File: src/rtl/tribus_pkg.sv
// ----------------------------------------------------------------------------
// tribus_pkg
// Shared definitions for the tri-state bus arbiter family.
//   - state_t  : arbiter FSM states (IDLE, GRANT, TURN), 2-bit encoding
//   - DEF_*    : default requester count and hold limit
//   - rotl     : rotate-left helper used by rr_picker to bring the
//                round-robin pointer position down to bit 0
// ----------------------------------------------------------------------------
package tribus_pkg;

    typedef enum logic [1:0] {
        ST_IDLE  = 2'd0,
        ST_GRANT = 2'd1,
        ST_TURN  = 2'd2
    } state_t;

    localparam int DEF_N_REQ    = 4;
    localparam int DEF_HOLD_MAX = 4;
    localparam int DEF_ID_W     = 2;

    // Largest requester count the helper has to cope with.
    localparam int MAX_REQ = 8;

    // Rotate the low n bits of v left by sh positions. Bits at or above n
    // come back as zero, so the caller can pad a narrow vector to 8 bits.
    function automatic logic [MAX_REQ-1:0] rotl(input logic [MAX_REQ-1:0] v,
                                                input int unsigned       sh,
                                                input int unsigned       n);
        logic [MAX_REQ-1:0] r;
        r = '0;
        for (int unsigned i = 0; i < MAX_REQ; i++) begin
            if (i < n) begin
                r[3'((i + sh) % n)] = v[3'(i)];
            end
        end
        return r;
    endfunction

endpackage

File: src/rtl/tribus_arbiter_if.sv
// ----------------------------------------------------------------------------
// tribus_arbiter_if
// Request/enable bundle between the requesters and the bus arbiter.
//   req    : per-requester level request         (requester -> arbiter)
//   done   : per-requester release pulse         (requester -> arbiter)
//   en     : one-hot tri-state buffer enables    (arbiter -> requesters)
//   gnt_id : index of current owner, valid while busy
//   busy   : some enable is high
//   turn   : one-cycle idle turnaround between owners
// Modports: master = requester side, slave = arbiter side.
// ----------------------------------------------------------------------------
interface tribus_arbiter_if #(
    parameter int N_REQ = 4,
    parameter int ID_W  = 2
);

    logic [N_REQ-1:0] req;
    logic [N_REQ-1:0] done;
    logic [N_REQ-1:0] en;
    logic [ID_W-1:0]  gnt_id;
    logic             busy;
    logic             turn;

    modport master (
        output req,
        output done,
        input  en,
        input  gnt_id,
        input  busy,
        input  turn
    );

    modport slave (
        input  req,
        input  done,
        output en,
        output gnt_id,
        output busy,
        output turn
    );

endinterface

File: src/rtl/rr_picker.sv
// ----------------------------------------------------------------------------
// rr_picker
// Combinational round-robin selector. Searches req starting at position ptr
// and wrapping around; reports the first set bit.
//   req    [N_REQ] : request vector
//   ptr    [ID_W]  : highest-priority position for this search
//   found          : at least one request is set
//   winner [ID_W]  : index of the selected requester (0 when none)
// ----------------------------------------------------------------------------
module rr_picker
    import tribus_pkg::*;
#(
    parameter int N_REQ = DEF_N_REQ,
    parameter int ID_W  = DEF_ID_W
) (
    input  logic [N_REQ-1:0] req,
    input  logic [ID_W-1:0]  ptr,
    output logic             found,
    output logic [ID_W-1:0]  winner
);

    logic [MAX_REQ-1:0] padded;
    logic [MAX_REQ-1:0] rot;

    // Rotate the request vector so that req[ptr] lands in bit 0, then take
    // the lowest set bit. Scanning downwards lets the lowest index overwrite
    // any higher one, which gives the priority order ptr, ptr+1, ...
    always_comb begin
        padded                = '0;
        padded[N_REQ-1:0]     = req;
        rot                   = rotl(padded, N_REQ - int'(ptr), N_REQ);
        found                 = |req;
        winner                = '0;
        for (int j = N_REQ - 1; j >= 0; j--) begin
            if (rot[3'(j)]) begin
                winner = ID_W'((int'(ptr) + j) % N_REQ);
            end
        end
    end

endmodule

File: src/rtl/tribus_arbiter.sv
// ----------------------------------------------------------------------------
// tribus_arbiter
// Round-robin owner selection for a 4-bit tri-state bus shared by N_REQ
// requesters. Produces registered one-hot buffer enables and inserts one
// idle turnaround cycle between successive owners so no two buffers ever
// fight on the bus.
//   clk   : system clock, rising edge
//   reset : synchronous, active-high
//   bus   : tribus_arbiter_if.slave (req/done in, en/gnt_id/busy/turn out)
// Parameters:
//   N_REQ    : requester count (2..8)
//   HOLD_MAX : longest single grant in cycles (>= 1)
//   ID_W     : width of gnt_id, clog2(N_REQ)
// ----------------------------------------------------------------------------
module tribus_arbiter
    import tribus_pkg::*;
#(
    parameter int N_REQ    = DEF_N_REQ,
    parameter int HOLD_MAX = DEF_HOLD_MAX,
    parameter int ID_W     = DEF_ID_W
) (
    input  logic          clk,
    input  logic          reset,
    tribus_arbiter_if.slave bus
);

    localparam int CNT_W = $clog2(HOLD_MAX + 1);

    state_t           state;
    logic [ID_W-1:0]  ptr;
    logic [CNT_W-1:0] cnt;
    logic [N_REQ-1:0] en_q;
    logic [ID_W-1:0]  gnt_id_q;
    logic             busy_q;
    logic             turn_q;

    logic             found;
    logic [ID_W-1:0]  winner;
    logic             release_now;
    logic [ID_W-1:0]  next_ptr;

    rr_picker #(
        .N_REQ (N_REQ),
        .ID_W  (ID_W)
    ) u_picker (
        .req    (bus.req),
        .ptr    (ptr),
        .found  (found),
        .winner (winner)
    );

    // Release conditions for the current owner. Only the owner's own done
    // and req bits matter; everyone else's done is simply never looked at.
    // The pointer moves one past the owner so it gets lowest priority next.
    always_comb begin
        release_now = bus.done[gnt_id_q] | ~bus.req[gnt_id_q]
                    | (cnt == CNT_W'(HOLD_MAX));
        next_ptr    = (gnt_id_q == ID_W'(N_REQ - 1)) ? '0 : gnt_id_q + 1'b1;
    end

    // Single registered FSM. Every output is a flop so nothing from req
    // reaches the buffer enables combinationally. A grant from IDLE or TURN
    // loads cnt=1, so reaching cnt==HOLD_MAX means the enable has been high
    // for exactly HOLD_MAX cycles. Leaving GRANT always passes through TURN,
    // which is what guarantees the high-Z gap between owners.
    always_ff @(posedge clk) begin
        if (reset) begin
            state    <= ST_IDLE;
            ptr      <= '0;
            cnt      <= '0;
            en_q     <= '0;
            gnt_id_q <= '0;
            busy_q   <= 1'b0;
            turn_q   <= 1'b0;
        end else begin
            case (state)
                ST_IDLE: begin
                    if (found) begin
                        state    <= ST_GRANT;
                        en_q     <= {{(N_REQ-1){1'b0}}, 1'b1} << winner;
                        gnt_id_q <= winner;
                        busy_q   <= 1'b1;
                        cnt      <= CNT_W'(1);
                    end
                end
                ST_GRANT: begin
                    if (release_now) begin
                        state  <= ST_TURN;
                        en_q   <= '0;
                        busy_q <= 1'b0;
                        turn_q <= 1'b1;
                        ptr    <= next_ptr;
                        cnt    <= '0;
                    end else begin
                        cnt    <= cnt + 1'b1;
                    end
                end
                ST_TURN: begin
                    turn_q <= 1'b0;
                    if (found) begin
                        state    <= ST_GRANT;
                        en_q     <= {{(N_REQ-1){1'b0}}, 1'b1} << winner;
                        gnt_id_q <= winner;
                        busy_q   <= 1'b1;
                        cnt      <= CNT_W'(1);
                    end else begin
                        state    <= ST_IDLE;
                    end
                end
                default: begin
                    state  <= ST_IDLE;
                    en_q   <= '0;
                    busy_q <= 1'b0;
                    turn_q <= 1'b0;
                    cnt    <= '0;
                end
            endcase
        end
    end

    assign bus.en     = en_q;
    assign bus.gnt_id = gnt_id_q;
    assign bus.busy   = busy_q;
    assign bus.turn   = turn_q;

endmodule

File: src/flat_wrapper.sv
// flat-port wrapper written by rule: the top's interface ports become plain ports
module tribus_arbiter_flat import tribus_pkg::*;
#(
    parameter int N_REQ    = DEF_N_REQ,
    parameter int HOLD_MAX = DEF_HOLD_MAX,
    parameter int ID_W     = DEF_ID_W
)
  (clk, reset, bus_req, bus_done, bus_en, bus_gnt_id, bus_busy, bus_turn);
  tribus_arbiter_if #(.N_REQ(N_REQ), .ID_W(ID_W)) bus_i ();
  input  logic clk;
  input  logic reset;
  input wire logic [$bits(bus_i.req)-1:0] bus_req;
  input wire logic [$bits(bus_i.done)-1:0] bus_done;
  output wire logic [$bits(bus_i.en)-1:0] bus_en;
  output wire logic [$bits(bus_i.gnt_id)-1:0] bus_gnt_id;
  output wire logic [$bits(bus_i.busy)-1:0] bus_busy;
  output wire logic [$bits(bus_i.turn)-1:0] bus_turn;
  assign bus_i.req = bus_req;
  assign bus_i.done = bus_done;
  assign bus_en = bus_i.en;
  assign bus_gnt_id = bus_i.gnt_id;
  assign bus_busy = bus_i.busy;
  assign bus_turn = bus_i.turn;
  tribus_arbiter #(.N_REQ(N_REQ), .HOLD_MAX(HOLD_MAX), .ID_W(ID_W)) u_core (.clk(clk), .reset(reset), .bus(bus_i));
endmodule
File: config.mk
export PLATFORM = sky130hd
export DESIGN_NAME = tribus_arbiter_flat
export DESIGN_NICKNAME = d
export VERILOG_FILES = /design/src/rtl/tribus_pkg.sv /design/src/rtl/tribus_arbiter_if.sv /design/src/rtl/rr_picker.sv /design/src/rtl/tribus_arbiter.sv /design/src/flat_wrapper.sv
export SDC_FILE = /design/constraint.sdc
export NUM_CORES = 1
export LEC_CHECK = 0
export ABC_AREA = 1
export BUFFER_PORTS_ARGS = -buffer_cell sky130_fd_sc_hd__buf_2
export CAP_MARGIN = 5
export CORE_UTILIZATION = 52
export CTS_BUF_LIST = sky130_fd_sc_hd__clkbuf_2
export CTS_CLUSTER_SIZE = 8
export DETAILED_ROUTE_END_ITERATION = 12
export HOLD_SLACK_MARGIN = 0.08
export PLACE_DENSITY = 0.78
export SETUP_SLACK_MARGIN = 0.2
export SLEW_MARGIN = 10
export SYNTH_ARGS = -nofsm -noshare
export SYNTH_HDL_FRONTEND = slang
export SYNTH_SLANG_ARGS = --single-unit
File: constraint.sdc
create_clock -name clk -period 1.6 [get_ports clk]
set_input_delay 0.08 -clock clk [delete_from_list [all_inputs] [get_ports clk]]
set_output_delay 0.08 -clock clk [all_outputs]
set_load 0.005 [all_outputs]
==> results of run 1 <==
-- sequential cells by signal (all words and copies together), names as in the netlist --
register	flops
u_core.state	2
u_core.cnt	3
u_core.bus.busy	1
u_core.bus.gnt_id	2
u_core.bus.turn	1
u_core.bus.en	4
u_core.ptr	2
-- per-layer routing --
| metal | GRT usage, % | up-vias | routed length [um] |
|---|---|---|---|
| met2 | 41.7 | 27 | 1150 |
| met1 | 29.9 | 472 | 1160 |
| met5 | 0 | - | 0 |
| met4 | 4.57 | 0 | 8 |
| met3 | 8.08 | 2 | 134 |
| li1 | - | 540 | - |
-- power groups by stage --
stage	logic, uW	clock network, uW	registers [uW]
floorplan	671	0	527
global route	1110	202	540
CTS	961	187	525
global placement	861	0	521
finish	1010	185	531
detailed placement	887	0	527
-- logic make-up (layout without fill, tap and decap cells) --
logic type / Yosys count / count (layout) / synth area share, %
AOI/OAI and AO/OA: 27 / 27 / 15.9
xor gates and xnor gates: 1 / 1 / 0.838
adders and majority gates: 10 / 10 / 12.0
buffers and inverters: 26 / 53 / 9.82
DFF: 15 / 15 / 28.7
and+or+nand+nor: 74 / 74 / 32.7
-- synthesized netlist by cell type --
cell type | count | area (um^2)
nand2_1 | 36 | 135
inv_1 | 19 | 71.3
a21oi_1 | 17 | 85.1
nor2_1 | 17 | 63.8
dfxtp_1 | 15 | 300
ha_1 | 10 | 125
nand3_1 | 8 | 40.0
inv_2 | 6 | 22.5
nand3b_1 | 4 | 30.0
nand2_2 | 3 | 18.8
nand3_2 | 3 | 30.0
o21ai_0 | 3 | 15.0
a32oi_1 | 2 | 17.5
nor2_2 | 2 | 12.5
a21boi_0 | 1 | 7.51
a21boi_2 | 1 | 11.3
a21oi_4 | 1 | 16.3
a221oi_1 | 1 | 8.76
dlygate4sd1_1 | 1 | 8.76
nand2_4 | 1 | 11.3
o21ai_1 | 1 | 5.00
xor2_1 | 1 | 8.76
-- worst max-delay path: cells and delay by family, from the launching register on --
kind	cells	cell delay (ns)
adders and majority gates	1	0.17
buffers and inverters	1	0.07
AOI/OAI and AO/OA	2	0.27
DFF	1	0.45
and+or+nand+nor	8	0.60
-- how the worst max path moves through the flow --
stage,slack [ns],to,startpoint
2_1_floorplan,0.13,u_core.bus.en[3]$_SDFFE_PP0P_,u_core.ptr[1]$_SDFFE_PP0P_
3_3_place_gp,-0.03,u_core.bus.en[3]$_SDFFE_PP0P_,u_core.ptr[0]$_SDFFE_PP0P_
3_5_place_dp,-0.05,u_core.bus.en[3]$_SDFFE_PP0P_,u_core.ptr[0]$_SDFFE_PP0P_
4_1_cts,-0.03,u_core.bus.en[3]$_SDFFE_PP0P_,u_core.ptr[0]$_SDFFE_PP0P_
5_1_grt,-0.18,u_core.bus.en[3]$_SDFFE_PP0P_,u_core.ptr[0]$_SDFFE_PP0P_
6_report,-0.06,u_core.bus.en[3]$_SDFFE_PP0P_,u_core.ptr[0]$_SDFFE_PP0P_
-- metrics by stage --
stage / utilization (%) / cell area [um^2]
after floorplan: - / 1120
after global placement: 68.5 / 1230
after detailed placement: 68.5 / 1230
after CTS: 73.7 / 1330
after global routing: 75.4 / 1360
final: 75.4 / 1360
-- area by class of cell --
cell class	instances	area, um^2	share of cell area [%]
inverter	25	106	7.83
tap	25	31.3	2.30
multi-input combinational	112	749	55.2
sequential	15	312	22.9
timing repair buffer	24	140	10.3
clock buffer	4	20.0	1.47
-- timing repair --
item                                    4_1_cts  5_1_grt
buffers inserted                              4        1
pin swaps                                     6       12
hold buffers                                  1        0
resized for setup                            12        4
endpoints found under the setup margin        7        9
hold endpoints to repair                      2        0
==> tab_implementation.tex, run 1 <==
\begin{tabular}{lr}
\hline
Metric & Value \\
\hline
\multicolumn{2}{l}{\textbf{Run status}} \\
\quad Result of the run & complete, but fails checks \\
\quad Violated checks & setup timing \\
\multicolumn{2}{l}{\textbf{Power}} \\
\quad Leakage power & 0.000647 uW \\
\quad Clock share of power & 10.7\% \\
\quad Maximum vdd drop & 833 uV \\
\quad Proportion of power drawn by flip-flops and latches & 30.8\% \\
\quad Portion of total power attributed to combinational logic & between 50\% and 60\% \\
\quad Overall power after layout & 1720 uW \\
\quad Internal & between 900 and 1000 uW \\
\quad Sw frac & 44.9\% \\
\quad Switching component of the power & 772 uW \\
\quad Power per standard cell area & around 1300 nW/um\^{}2 \\
\multicolumn{2}{l}{\textbf{Worst setup path}} \\
\quad Reg2reg setup slack & -0.06 ns \\
\quad Startpoint of the most critical register-to-register path & u\_core.ptr[0]\$\_SDFFE\_PP0P\_ \\
\quad Crit path cell chain & inv\_8 > ha\_4 > a21oi\_2 > nand2\_2 > nand2\_1 > nand2\_2 > a21oi\_2 > nand3\_2 > nand2\_4 > nor2\_2 > nor2\_1 > nor2\_1 \\
\quad Count of cells along the worst register-to-register path & 12 \\
\quad Endpoint arrival time on the critical path & 1.85 ns \\
\quad Max Fanout on Critical Path & 5 \\
\quad Max incr delay on CP & roughly 0.45 ns \\
\quad Slowest stage cell, crit path & dfxtp\_4 \\
\quad Worst reg2reg endpoint & u\_core.bus.en[3]\$\_SDFFE\_PP0P\_ \\
\quad Crit Path Category & reg2reg \\
\quad Worst Setup Start Kind & flop \\
\quad Setup crit end kind & flop \\
\quad Req. time, crit path & 1.79 ns \\
\multicolumn{2}{l}{\textbf{Die}} \\
\quad Die Footprint & 2190 um\^{}2 \\
\quad Horizontal die dimension & 46.8 um \\
\quad Io pins & 18 \\
\quad Die extent in y & 46.8 um \\
\quad FP Rows & 15 \\
\quad Core ar. & about 1800 um\^{}2 \\
\quad Effective utilization at floorplan & between 50\% and 60\% \\
\multicolumn{2}{l}{\textbf{STA}} \\
\quad Setup total negative slack & -0.156 ns \\
\quad Final period utilization & 104\% \\
\quad Minimum clock period after layout & 1.66 ns \\
\quad Slew at the pin closest to its max-slew limit & approximately 0.34 ns \\
\quad Fin. max-slew vios & 0 \\
\quad Fin worst setup slack & -0.0580 ns \\
\quad Post-Route Hold Slack & 0.343 ns \\
\quad Worst setup skew after layout & 0.00953 ns \\
\quad Worst rel slew slack & 77.2\% \\
\quad Setup repair after global routing missed its margin & true \\
\quad Number of hold violations in the final report & 0 \\
\quad Setup violations, final & 5 \\
\quad Fmax & 0.603 GHz \\
\multicolumn{2}{l}{\textbf{Synthesis}} \\
\quad Synthesized netlist cell count & approximately 150 \\
\quad Synth cell types & 22 \\
\quad Syn Nets & around 170 \\
\quad Seq/Total Area, Yosys & $\sim$29\% \\
\quad Total of flip-flops plus latches after synthesis & 15 \\
\quad Area of the mapped netlist & 1040 um\^{}2 \\
\quad Synth warnings & 0 \\
\quad Post-synthesis area per instance & between 6 and 7 um\^{}2 \\
\multicolumn{2}{l}{\textbf{Detailed routing}} \\
\quad Per-cell routed wire length & approximately 12 um \\
\quad Post-route DRC violation count & 0 \\
\quad DRT Pass-1 Iters & 4 \\
\quad Overall routed net length & 2.45 mm \\
\quad Count of nets left with antenna violations after detail routing & 0 \\
\quad Initial drt markers & 22 \\
\quad Total via count after detailed routing & 1041 \\
\quad Post-detailed-route via-to-cell ratio & 5.08 \\
\multicolumn{2}{l}{\textbf{GRT}} \\
\quad Global router's overall resource usage & between 20\% and 30\% \\
\quad Wire length of the first global-routing pass & 3.70 mm \\
\quad Number of antenna violations at the first check in global routing & 0 \\
\quad Overflow after GRT & 0 \\
\quad Maximum number of pins on one net before global-route repair & 13 \\
\quad Vias in the first global route & a little under 900 \\
\multicolumn{2}{l}{\textbf{Placement}} \\
\quad Buffers on Ports & 17 \\
\quad DP Wirelength & 1.84 mm \\
\quad Routability congestion estimate from global placement & 0.995 \\
\quad Inst Count DP & about 200 \\
\quad Place WS & -0.0523 ns \\
\multicolumn{2}{l}{\textbf{CTS}} \\
\quad Total CTS buffers & 3 \\
\quad Clock tree from TritonCTS & built \\
\quad Clock latency reported for the late side of the worst-skew pair & 0.29 ns \\
\quad Count of H-tree levels built during CTS & 1 \\
\quad CTS sink cnt & 15 \\
\quad Clock buffer depth & 2 \\
\quad Clock root buffer & clkbuf\_2 \\
\quad Clock-pin slew on the worst setup and hold paths & 0.14 ns \\
\multicolumn{2}{l}{\textbf{Worst hold path}} \\
\quad WHS Endpoint & u\_core.cnt[0]\$\_SDFFE\_PP0P\_ \\
\quad Type of the tightest min-delay check & in2reg \\
\quad Worst Min Path Start & bus\_done[1] \\
\quad Worst hold path depth & 8 \\
\multicolumn{2}{l}{\textbf{Cells and area}} \\
\quad Most common cell after layout, fill and taps aside & nand2\_1 \\
\quad Growth of design area from synthesis to finish & 30.1\% \\
\quad Post-route insts no fill & 205 \\
\quad Layout net count & 201 \\
\quad Number of diodes & 0 \\
\quad Filler instances & 143 \\
\quad Most frequent cells in the layout & nand2\_1, buf\_2, inv\_1 \\
\quad Fraction of final layout cells with drive strength greater than 1 & 37.8\% \\
\multicolumn{2}{l}{\textbf{Flow run}} \\
\quad Total of max-cap violations & 0 \\
\hline
\end{tabular}
(Power assumes the default switching activity.)
==> run 2, diff against run 1 <==
--- a/config.mk
+++ b/config.mk
@@ -8,12 +8,14 @@
 export ABC_AREA = 1
 export BUFFER_PORTS_ARGS = -buffer_cell sky130_fd_sc_hd__buf_2
 export CAP_MARGIN = 5
-export CORE_UTILIZATION = 52
+export CELL_PAD_IN_SITES_DETAIL_PLACEMENT = 1
+export CELL_PAD_IN_SITES_GLOBAL_PLACEMENT = 1
+export CORE_UTILIZATION = 36
 export CTS_BUF_LIST = sky130_fd_sc_hd__clkbuf_2
 export CTS_CLUSTER_SIZE = 8
 export DETAILED_ROUTE_END_ITERATION = 12
 export HOLD_SLACK_MARGIN = 0.08
-export PLACE_DENSITY = 0.78
+export PLACE_DENSITY = 0.76
 export SETUP_SLACK_MARGIN = 0.2
 export SLEW_MARGIN = 10
 export SYNTH_ARGS = -nofsm -noshare
==> run 2 against run 1 <==
  * The run still ends with setup timing left
  * Maximum frequency fell by 2.0%
  * Cell count rose by 3.9%
  * Sequential share of layout area fell by 0.79 points
  * Cell area rose by 4.4%
==> tab_implementation.tex, run 2 (synthesis results as in run 1) <==
\begin{tabular}{lr}
\hline
Metric & Value \\
\hline
\multicolumn{2}{l}{\textbf{Run status}} \\
\quad Result of the run & complete, but fails checks \\
\quad Violated checks & setup timing \\
\multicolumn{2}{l}{\textbf{STA}} \\
\quad Minimum clock period after layout & 1.69 ns (+0.0345 ns) \\
\quad Final period utilization & 106\% (+2.2 points) \\
\quad Fin. max-slew vios & 0 (unchanged) \\
\quad Worst rel slew slack & 70.6\% (-6.6 points) \\
\quad Fin worst setup slack & -0.0925 ns (-0.0345 ns) \\
\quad Number of hold violations in the final report & 0 (unchanged) \\
\quad Fmax & 0.591 GHz (-2.0\%) \\
\quad Setup violations, final & 5 (unchanged) \\
\quad Setup repair after global routing missed its margin & true \\
\quad Slew at the pin closest to its max-slew limit & 0.440 ns (+0.0990 ns) \\
\quad Worst setup skew after layout & 0.0143 ns (+0.00475 ns) \\
\quad Setup total negative slack & -0.309 ns (-0.153 ns) \\
\multicolumn{2}{l}{\textbf{CTS}} \\
\quad Clock latency reported for the late side of the worst-skew pair & 0.29 ns (about the same) \\
\quad Clock root buffer & clkbuf\_2 \\
\quad CTS sink cnt & 15 (unchanged) \\
\quad Clock-pin slew on the worst setup and hold paths & 0.16 ns (+0.02 ns) \\
\quad Clock buffer depth & 2 (unchanged) \\
\quad Clock tree from TritonCTS & built \\
\quad Total CTS buffers & 3 (unchanged) \\
\quad Count of H-tree levels built during CTS & 1 (unchanged) \\
\multicolumn{2}{l}{\textbf{Detailed routing}} \\
\quad Overall routed net length & 3.01 mm (+23\%) \\
\quad Post-route DRC violation count & 0 (unchanged) \\
\quad Total via count after detailed routing & 1080 (+3.7\%) \\
\quad Count of nets left with antenna violations after detail routing & 0 (unchanged) \\
\quad DRT Pass-1 Iters & 4 (unchanged) \\
\quad Initial drt markers & 22 (unchanged) \\
\quad Post-detailed-route via-to-cell ratio & 5.07 (-0.15\%) \\
\quad Per-cell routed wire length & 14.2 um (+18\%) \\
\multicolumn{2}{l}{\textbf{Worst setup path}} \\
\quad Count of cells along the worst register-to-register path & 12 (unchanged) \\
\quad Worst Setup Start Kind & flop \\
\quad Setup crit end kind & flop \\
\quad Req. time, crit path & 1.82 ns (+0.03 ns) \\
\quad Max Fanout on Critical Path & 5 (unchanged) \\
\quad Slowest stage cell, crit path & dfxtp\_4 \\
\quad Endpoint arrival time on the critical path & 1.92 ns (+0.07 ns) \\
\quad Startpoint of the most critical register-to-register path & u\_core.ptr[0]\$\_SDFFE\_PP0P\_ \\
\quad Crit Path Category & reg2reg \\
\quad Critical Path Start & u\_core.ptr[0]\$\_SDFFE\_PP0P\_ \\
\quad Cell repeated most along the worst path & nand2\_1 \\
\quad Crit path cell chain & inv\_8 > ha\_4 > nand2\_1 > nand2\_2 > nand3\_2 > a21oi\_4 > nor2\_1 > nand2\_1 > nand2\_2 > nor2\_2 > nand2\_1 > a21oi\_2 \\
\quad Max incr delay on CP & 0.42 ns (-0.03 ns) \\
\multicolumn{2}{l}{\textbf{Power}} \\
\quad Maximum vdd drop & 848 uV (+1.8\%) \\
\quad Leakage power & 0.000664 uW (+2.7\%) \\
\quad Overall power after layout & 1810 uW (+5.2\%) \\
\quad Power per standard cell area & 1280 nW/um\^{}2 (+0.75\%) \\
\multicolumn{2}{l}{\textbf{Die}} \\
\quad Effective utilization at floorplan & 37.9\% (-20 points) \\
\quad Core ar. & 2760 um\^{}2 (+53\%) \\
\quad Io pins & 18 (unchanged) \\
\quad Die extent in y & 55.9 um (+19\%) \\
\quad FP Rows & 19 (+4) \\
\quad Horizontal die dimension & 55.9 um (+19\%) \\
\quad Die Footprint & 3120 um\^{}2 (+42\%) \\
\multicolumn{2}{l}{\textbf{Placement}} \\
\quad Place WS & -0.105 ns (-0.0526 ns) \\
\quad DP Wirelength & 2.25 mm (+23\%) \\
\quad Inst Count DP & 202 (+3.6\%) \\
\quad Instance area after placement & 1250 um\^{}2 (+1.2\%) \\
\quad Routability congestion estimate from global placement & 0.926 (-7.0\%) \\
\quad Buffers on Ports & 17 (unchanged) \\
\multicolumn{2}{l}{\textbf{GRT}} \\
\quad Vias in the first global route & 1103 (+26\%) \\
\quad Overflow after GRT & 0 (unchanged) \\
\quad Maximum number of pins on one net before global-route repair & 13 (unchanged) \\
\quad Wire length of the first global-routing pass & 5.06 mm (+37\%) \\
\quad Global router's overall resource usage & 20.8\% (-3.5 points) \\
\quad Number of antenna violations at the first check in global routing & 0 (unchanged) \\
\multicolumn{2}{l}{\textbf{Flow run}} \\
\quad Total of max-cap violations & 0 (unchanged) \\
\multicolumn{2}{l}{\textbf{Cells and area}} \\
\quad Layout net count & 203 (+1.0\%) \\
\quad Number of diodes & 0 (unchanged) \\
\quad Most frequent cells in the layout & nand2\_1, buf\_2, inv\_1 \\
\quad Fraction of final layout cells with drive strength greater than 1 & 44.0\% (+6.2 points) \\
\quad Post-route insts no fill & 213 (+3.9\%) \\
\quad Most common cell after layout, fill and taps aside & nand2\_1 \\
\quad Flip-flop count of the largest register after layout & 4 (unchanged) \\
\quad Post-Layout Inst Area & 1420 um\^{}2 (+4.4\%) \\
\quad Filler instances & 364 (+150\%) \\
\quad Growth of design area from synthesis to finish & 35.8\% \\
\multicolumn{2}{l}{\textbf{Worst hold path}} \\
\quad Worst hold path depth & 2 (-6) \\
\quad Type of the tightest min-delay check & in2reg \\
\quad Worst Min Path Start & reset \\
\hline
\end{tabular}
==> run 2: cell count changes in the layout (fill, tap and decap cells not counted), moves of 2 or more <==
| cell | previous run | this run |
|---|---|---|
| nor2_4 | 0 | 2 |
| nand2_1 | 34 | 31 |
| nor2_1 | 15 | 13 |
| inv_1 | 16 | 14 |
| nand2_2 | 5 | 8 |
| buf_4 | 6 | 8 |
==> run 2: worst max-delay path: cells and delay by family, from the launching register on <==
family / cells / cell delay, ns
DFF: 1 / 0.42
AOI/OAI and AO/OA: 2 / 0.33
and+or+nand+nor: 8 / 0.61
buffers and inverters: 1 / 0.10
adders and majority gates: 1 / 0.17
==> run 2: worst paths after layout <==
path	end	slack, ns
min reg2reg	u_core.bus.busy$_SDFFE_PP0P_	0.46
max reg2reg	u_core.bus.en[0]$_SDFFE_PP0P_	-0.09
min	u_core.cnt[1]$_SDFFE_PP0P_	0.11
max	u_core.bus.en[0]$_SDFFE_PP0P_	-0.09
==> run 2: what timing repair did <==
| action | CTS | global route |
|---|---|---|
| resized for setup | 14 | 17 |
| pin swaps | 4 | 7 |
| buffers inserted | 4 | 3 |
| setup endpoints to repair | 8 | 10 |
| hold buffers | 0 | 0 |
==> run 2: power by group <==
part | switching [uW] | leakage [uW] | internal [uW]
logic | 627 | 0.000521 | 468
clock network | 126 | 0.0000164 | 56.6
registers | 77.2 | 0.000126 | 456
==> run 2: area by class of cell <==
cell class              instances  area (um^2)  share of cell area, %
inverters                      25          111                   7.85
well taps                      31         38.8                   2.73
flip-flops and latches         15          314                   22.1
clock buffers                   3         15.0                   1.06
clock inverters                 1         5.00                  0.353
multi-input cells             112          778                   54.9
repair buffers                 26          156                   11.0
==> run 2: per-layer routing <==
layer,global-route usage (%),up-vias,routed length (um)
li1,-,552,-
met1,27.9,500,1460
met2,34.9,22,1430
met3,5.12,6,99
met4,2.79,0,25
met5,0,-,0
==> run 2: metrics by stage <==
step | util [%] | hold WS [ns]
2_1_floorplan | - | 0.159
3_3_place_gp | 45.3 | 0.405
3_5_place_dp | 45.3 | 0.412
5_1_grt | 51.5 | 0.116
6_report | 51.5 | 0.110
4_1_cts | 49.0 | 0.0920
==> run 3, diff against run 2 <==
--- a/config.mk
+++ b/config.mk
@@ -6,7 +6,7 @@
 export NUM_CORES = 1
 export LEC_CHECK = 0
 export ABC_AREA = 1
-export BUFFER_PORTS_ARGS = -buffer_cell sky130_fd_sc_hd__buf_2
+export BUFFER_PORTS_ARGS = -buffer_cell sky130_fd_sc_hd__clkbuf_2
 export CAP_MARGIN = 5
 export CELL_PAD_IN_SITES_DETAIL_PLACEMENT = 1
 export CELL_PAD_IN_SITES_GLOBAL_PLACEMENT = 1
==> run 3 against run 2 <==
  * The run still ends with setup timing left
  * Hold slack gained 0.011 ns
  * Clock-buffer cell count grew 1
  * Sequential share of layout area grew 0.84 points
  * Cell area shrank 4.4%
  * Clock power is essentially flat
  * Global-route usage shrank 2.7 points
  * Sequential cell count is the same
  * Clock skew shrank 0.0077 ns
  * First-iteration DRC count grew 4.5%
  * Power shrank 5.2%
  * Cell count shrank 1.9%
  * Non-clock buffer count shrank 4
==> tab_implementation.tex, run 3 (synthesis results as in run 1) <==
\begin{tabular}{lr}
\hline
Metric & Value \\
\hline
\multicolumn{2}{l}{\textbf{Worst setup path}} \\
\quad Crit path cell chain & inv\_8 > ha\_4 > nand2\_1 > nand2\_1 > nand3\_2 > a21oi\_2 > nand2\_1 > nand2\_1 > nand2\_1 > nand2\_2 > nand2\_2 > o21ai\_1 > nand2\_1 > inv\_1 \\
\quad Worst Setup Start Kind & flop \\
\quad Req. time, crit path & 1.84 ns (+0.02 ns) \\
\quad Crit Path Category & reg2reg \\
\quad Cell repeated most along the worst path & nand2\_1 \\
\quad Endpoint arrival time on the critical path & 1.92 ns (about the same) \\
\quad Max incr delay on CP & 0.41 ns (about the same) \\
\quad Slowest stage cell, crit path & dfxtp\_4 \\
\quad Setup crit end kind & flop \\
\quad Max Fanout on Critical Path & 7 (+2) \\
\multicolumn{2}{l}{\textbf{Detailed routing}} \\
\quad DRT Pass-1 Iters & 4 (unchanged) \\
\quad Post-route DRC violation count & 0 (unchanged) \\
\quad Initial drt markers & 23 (+4.5\%) \\
\quad Total via count after detailed routing & 1064 (-1.5\%) \\
\quad Overall routed net length & 2.77 mm (-8.0\%) \\
\quad Post-detailed-route via-to-cell ratio & 5.09 (+0.40\%) \\
\quad Per-cell routed wire length & 13.3 um (-6.3\%) \\
\quad Count of nets left with antenna violations after detail routing & 0 (unchanged) \\
\multicolumn{2}{l}{\textbf{Die}} \\
\quad Die Footprint & 3120 um\^{}2 (unchanged) \\
\quad Effective utilization at floorplan & 37.9\% (unchanged) \\
\quad Core ar. & 2760 um\^{}2 (unchanged) \\
\quad FP Rows & 19 (unchanged) \\
\quad Horizontal die dimension & 55.9 um (unchanged) \\
\quad Io pins & 18 (unchanged) \\
\quad Die extent in y & 55.9 um (unchanged) \\
\multicolumn{2}{l}{\textbf{Cells and area}} \\
\quad Fraction of final layout cells with drive strength greater than 1 & 39.3\% (-4.6 points) \\
\quad Most common cell after layout, fill and taps aside & nand2\_1 \\
\quad Filler instances & 358 (-1.6\%) \\
\quad Layout net count & 199 (-2.0\%) \\
\quad Number of diodes & 0 (unchanged) \\
\quad Growth of design area from synthesis to finish & 29.8\% \\
\quad Most frequent cells in the layout & nand2\_1, clkbuf\_2, inv\_1 \\
\quad Flip-flop count of the largest register after layout & 4 (unchanged) \\
\multicolumn{2}{l}{\textbf{Worst hold path}} \\
\quad Type of the tightest min-delay check & in2reg \\
\multicolumn{2}{l}{\textbf{Flow run}} \\
\quad Total of max-cap violations & 0 (unchanged) \\
\multicolumn{2}{l}{\textbf{STA}} \\
\quad Fin. max-slew vios & 0 (unchanged) \\
\quad Number of hold violations in the final report & 0 (unchanged) \\
\quad Fmax & 0.593 GHz (+0.43\%) \\
\quad Slew at the pin closest to its max-slew limit & 0.306 ns (-0.133 ns) \\
\quad Worst rel slew slack & 79.5\% (+8.9 points) \\
\quad Fin worst setup slack & -0.0853 ns (+0.00717 ns) \\
\quad Final period utilization & 105\% (-0.45 points) \\
\quad Minimum clock period after layout & 1.69 ns (-0.00717 ns) \\
\quad Setup violations, final & 6 (+1) \\
\quad Setup repair after global routing missed its margin & true \\
\quad Worst setup skew after layout & 0.00658 ns (-0.00770 ns) \\
\multicolumn{2}{l}{\textbf{Run status}} \\
\quad Result of the run & complete, but fails checks \\
\quad Violated checks & setup timing \\
\multicolumn{2}{l}{\textbf{Power}} \\
\quad Power per standard cell area & 1270 nW/um\^{}2 (-0.84\%) \\
\quad Overall power after layout & 1720 uW (-5.2\%) \\
\quad Leakage power & 0.000641 uW (-3.5\%) \\
\quad Maximum vdd drop & 755 uV (-11\%) \\
\multicolumn{2}{l}{\textbf{GRT}} \\
\quad Vias in the first global route & 1033 (-6.3\%) \\
\quad Overflow after GRT & 0 (unchanged) \\
\quad Wire length of the first global-routing pass & 4.49 mm (-11\%) \\
\quad Global router's overall resource usage & 18.1\% (-2.7 points) \\
\quad Maximum number of pins on one net before global-route repair & 13 (unchanged) \\
\quad Number of antenna violations at the first check in global routing & 0 (unchanged) \\
\multicolumn{2}{l}{\textbf{CTS}} \\
\quad Total CTS buffers & 3 (unchanged) \\
\quad Clock-pin slew on the worst setup and hold paths & 0.14 ns (-0.02 ns) \\
\quad Clock root buffer & clkbuf\_2 \\
\quad Count of H-tree levels built during CTS & 1 (unchanged) \\
\quad Clock latency reported for the late side of the worst-skew pair & 0.28 ns (about the same) \\
\quad Clock tree from TritonCTS & built \\
\quad Clock buffer depth & 2 (unchanged) \\
\quad CTS sink cnt & 15 (unchanged) \\
\multicolumn{2}{l}{\textbf{Placement}} \\
\quad Buffers on Ports & 17 (unchanged) \\
\quad Place WS & -0.0332 ns (+0.0717 ns) \\
\quad Routability congestion estimate from global placement & 0.915 (-1.2\%) \\
\quad DP Wirelength & 2.12 mm (-5.8\%) \\
\hline
\end{tabular}
## run 3: routing by layer
metal  up-vias  global-route usage (%)  part of all wire, %
met5         -                       0                    0
met4         0                    3.48                  1.3
met3         6                    4.88                  4.5
met2        24                    27.2                   44
met1       491                    26.1                   50
li1        543                       -                    -
## run 3: what timing repair did
| action | CTS | global route |
|---|---|---|
| pin swaps | 3 | 1 |
| endpoints found under the hold margin | 0 | 0 |
| gates resized for setup | 4 | 15 |
| setup buffers | 1 | 1 |
| setup endpoints to repair | 7 | 10 |
| hold buffers | 0 | 0 |
## run 3: worst paths after layout
path / startpoint / to / slack, ns / cells past startpoint
hold / removal: reset / u_core.bus.en[2]$_SDFFE_PP0P_ / 0.12 / 2
setup / recovery: u_core.ptr[1]$_SDFFE_PP0P_ / u_core.bus.gnt_id[0]$_SDFFE_PP0P_ / -0.09 / 14
hold reg to reg: u_core.bus.busy$_SDFFE_PP0P_ / u_core.bus.busy$_SDFFE_PP0P_ / 0.47 / 2
setup reg to reg: u_core.ptr[1]$_SDFFE_PP0P_ / u_core.bus.gnt_id[0]$_SDFFE_PP0P_ / -0.09 / 14
## run 3: metrics by stage
step | utilization (%) | hold WS (ns) | cell area, um^2 | TNS (ns) | instances
floorplan | - | 0.159 | 1120 | 0 | 153
CTS | 47.2 | 0.106 | 1300 | -0.169 | 208
finish | 49.2 | 0.121 | 1360 | -0.379 | 209
detailed placement | 45.6 | 0.440 | 1260 | -0.129 | 203
global route | 49.2 | 0.105 | 1360 | -1.26 | 209
global placement | 45.6 | 0.427 | 1260 | -0.0376 | 203
## run 3: cell type report
class / instances / area [um^2] / area share [%]
multi-input cells: 112 / 754 / 55.6
clock buffers: 4 / 20.0 / 1.48
inverters: 25 / 109 / 8.03
flip-flops and latches: 15 / 312 / 23.0
repair buffers: 22 / 123 / 9.04
well taps: 31 / 38.8 / 2.86
## run 3: report_power, final
group          internal, uW  switching, uW  total [uW]
combinational           415            588        1000
sequential              454           74.0         528
clock                  66.3            120         186
## run 3: worst max-delay path, delay by kind of cell (launching register included)
kind | cells | cell delay, ns
AOI/OAI and AO/OA | 2 | 0.21
buffers and inverters | 2 | 0.13
and+or+nand+nor | 9 | 0.68
adders and majority gates | 1 | 0.20
DFF | 1 | 0.41
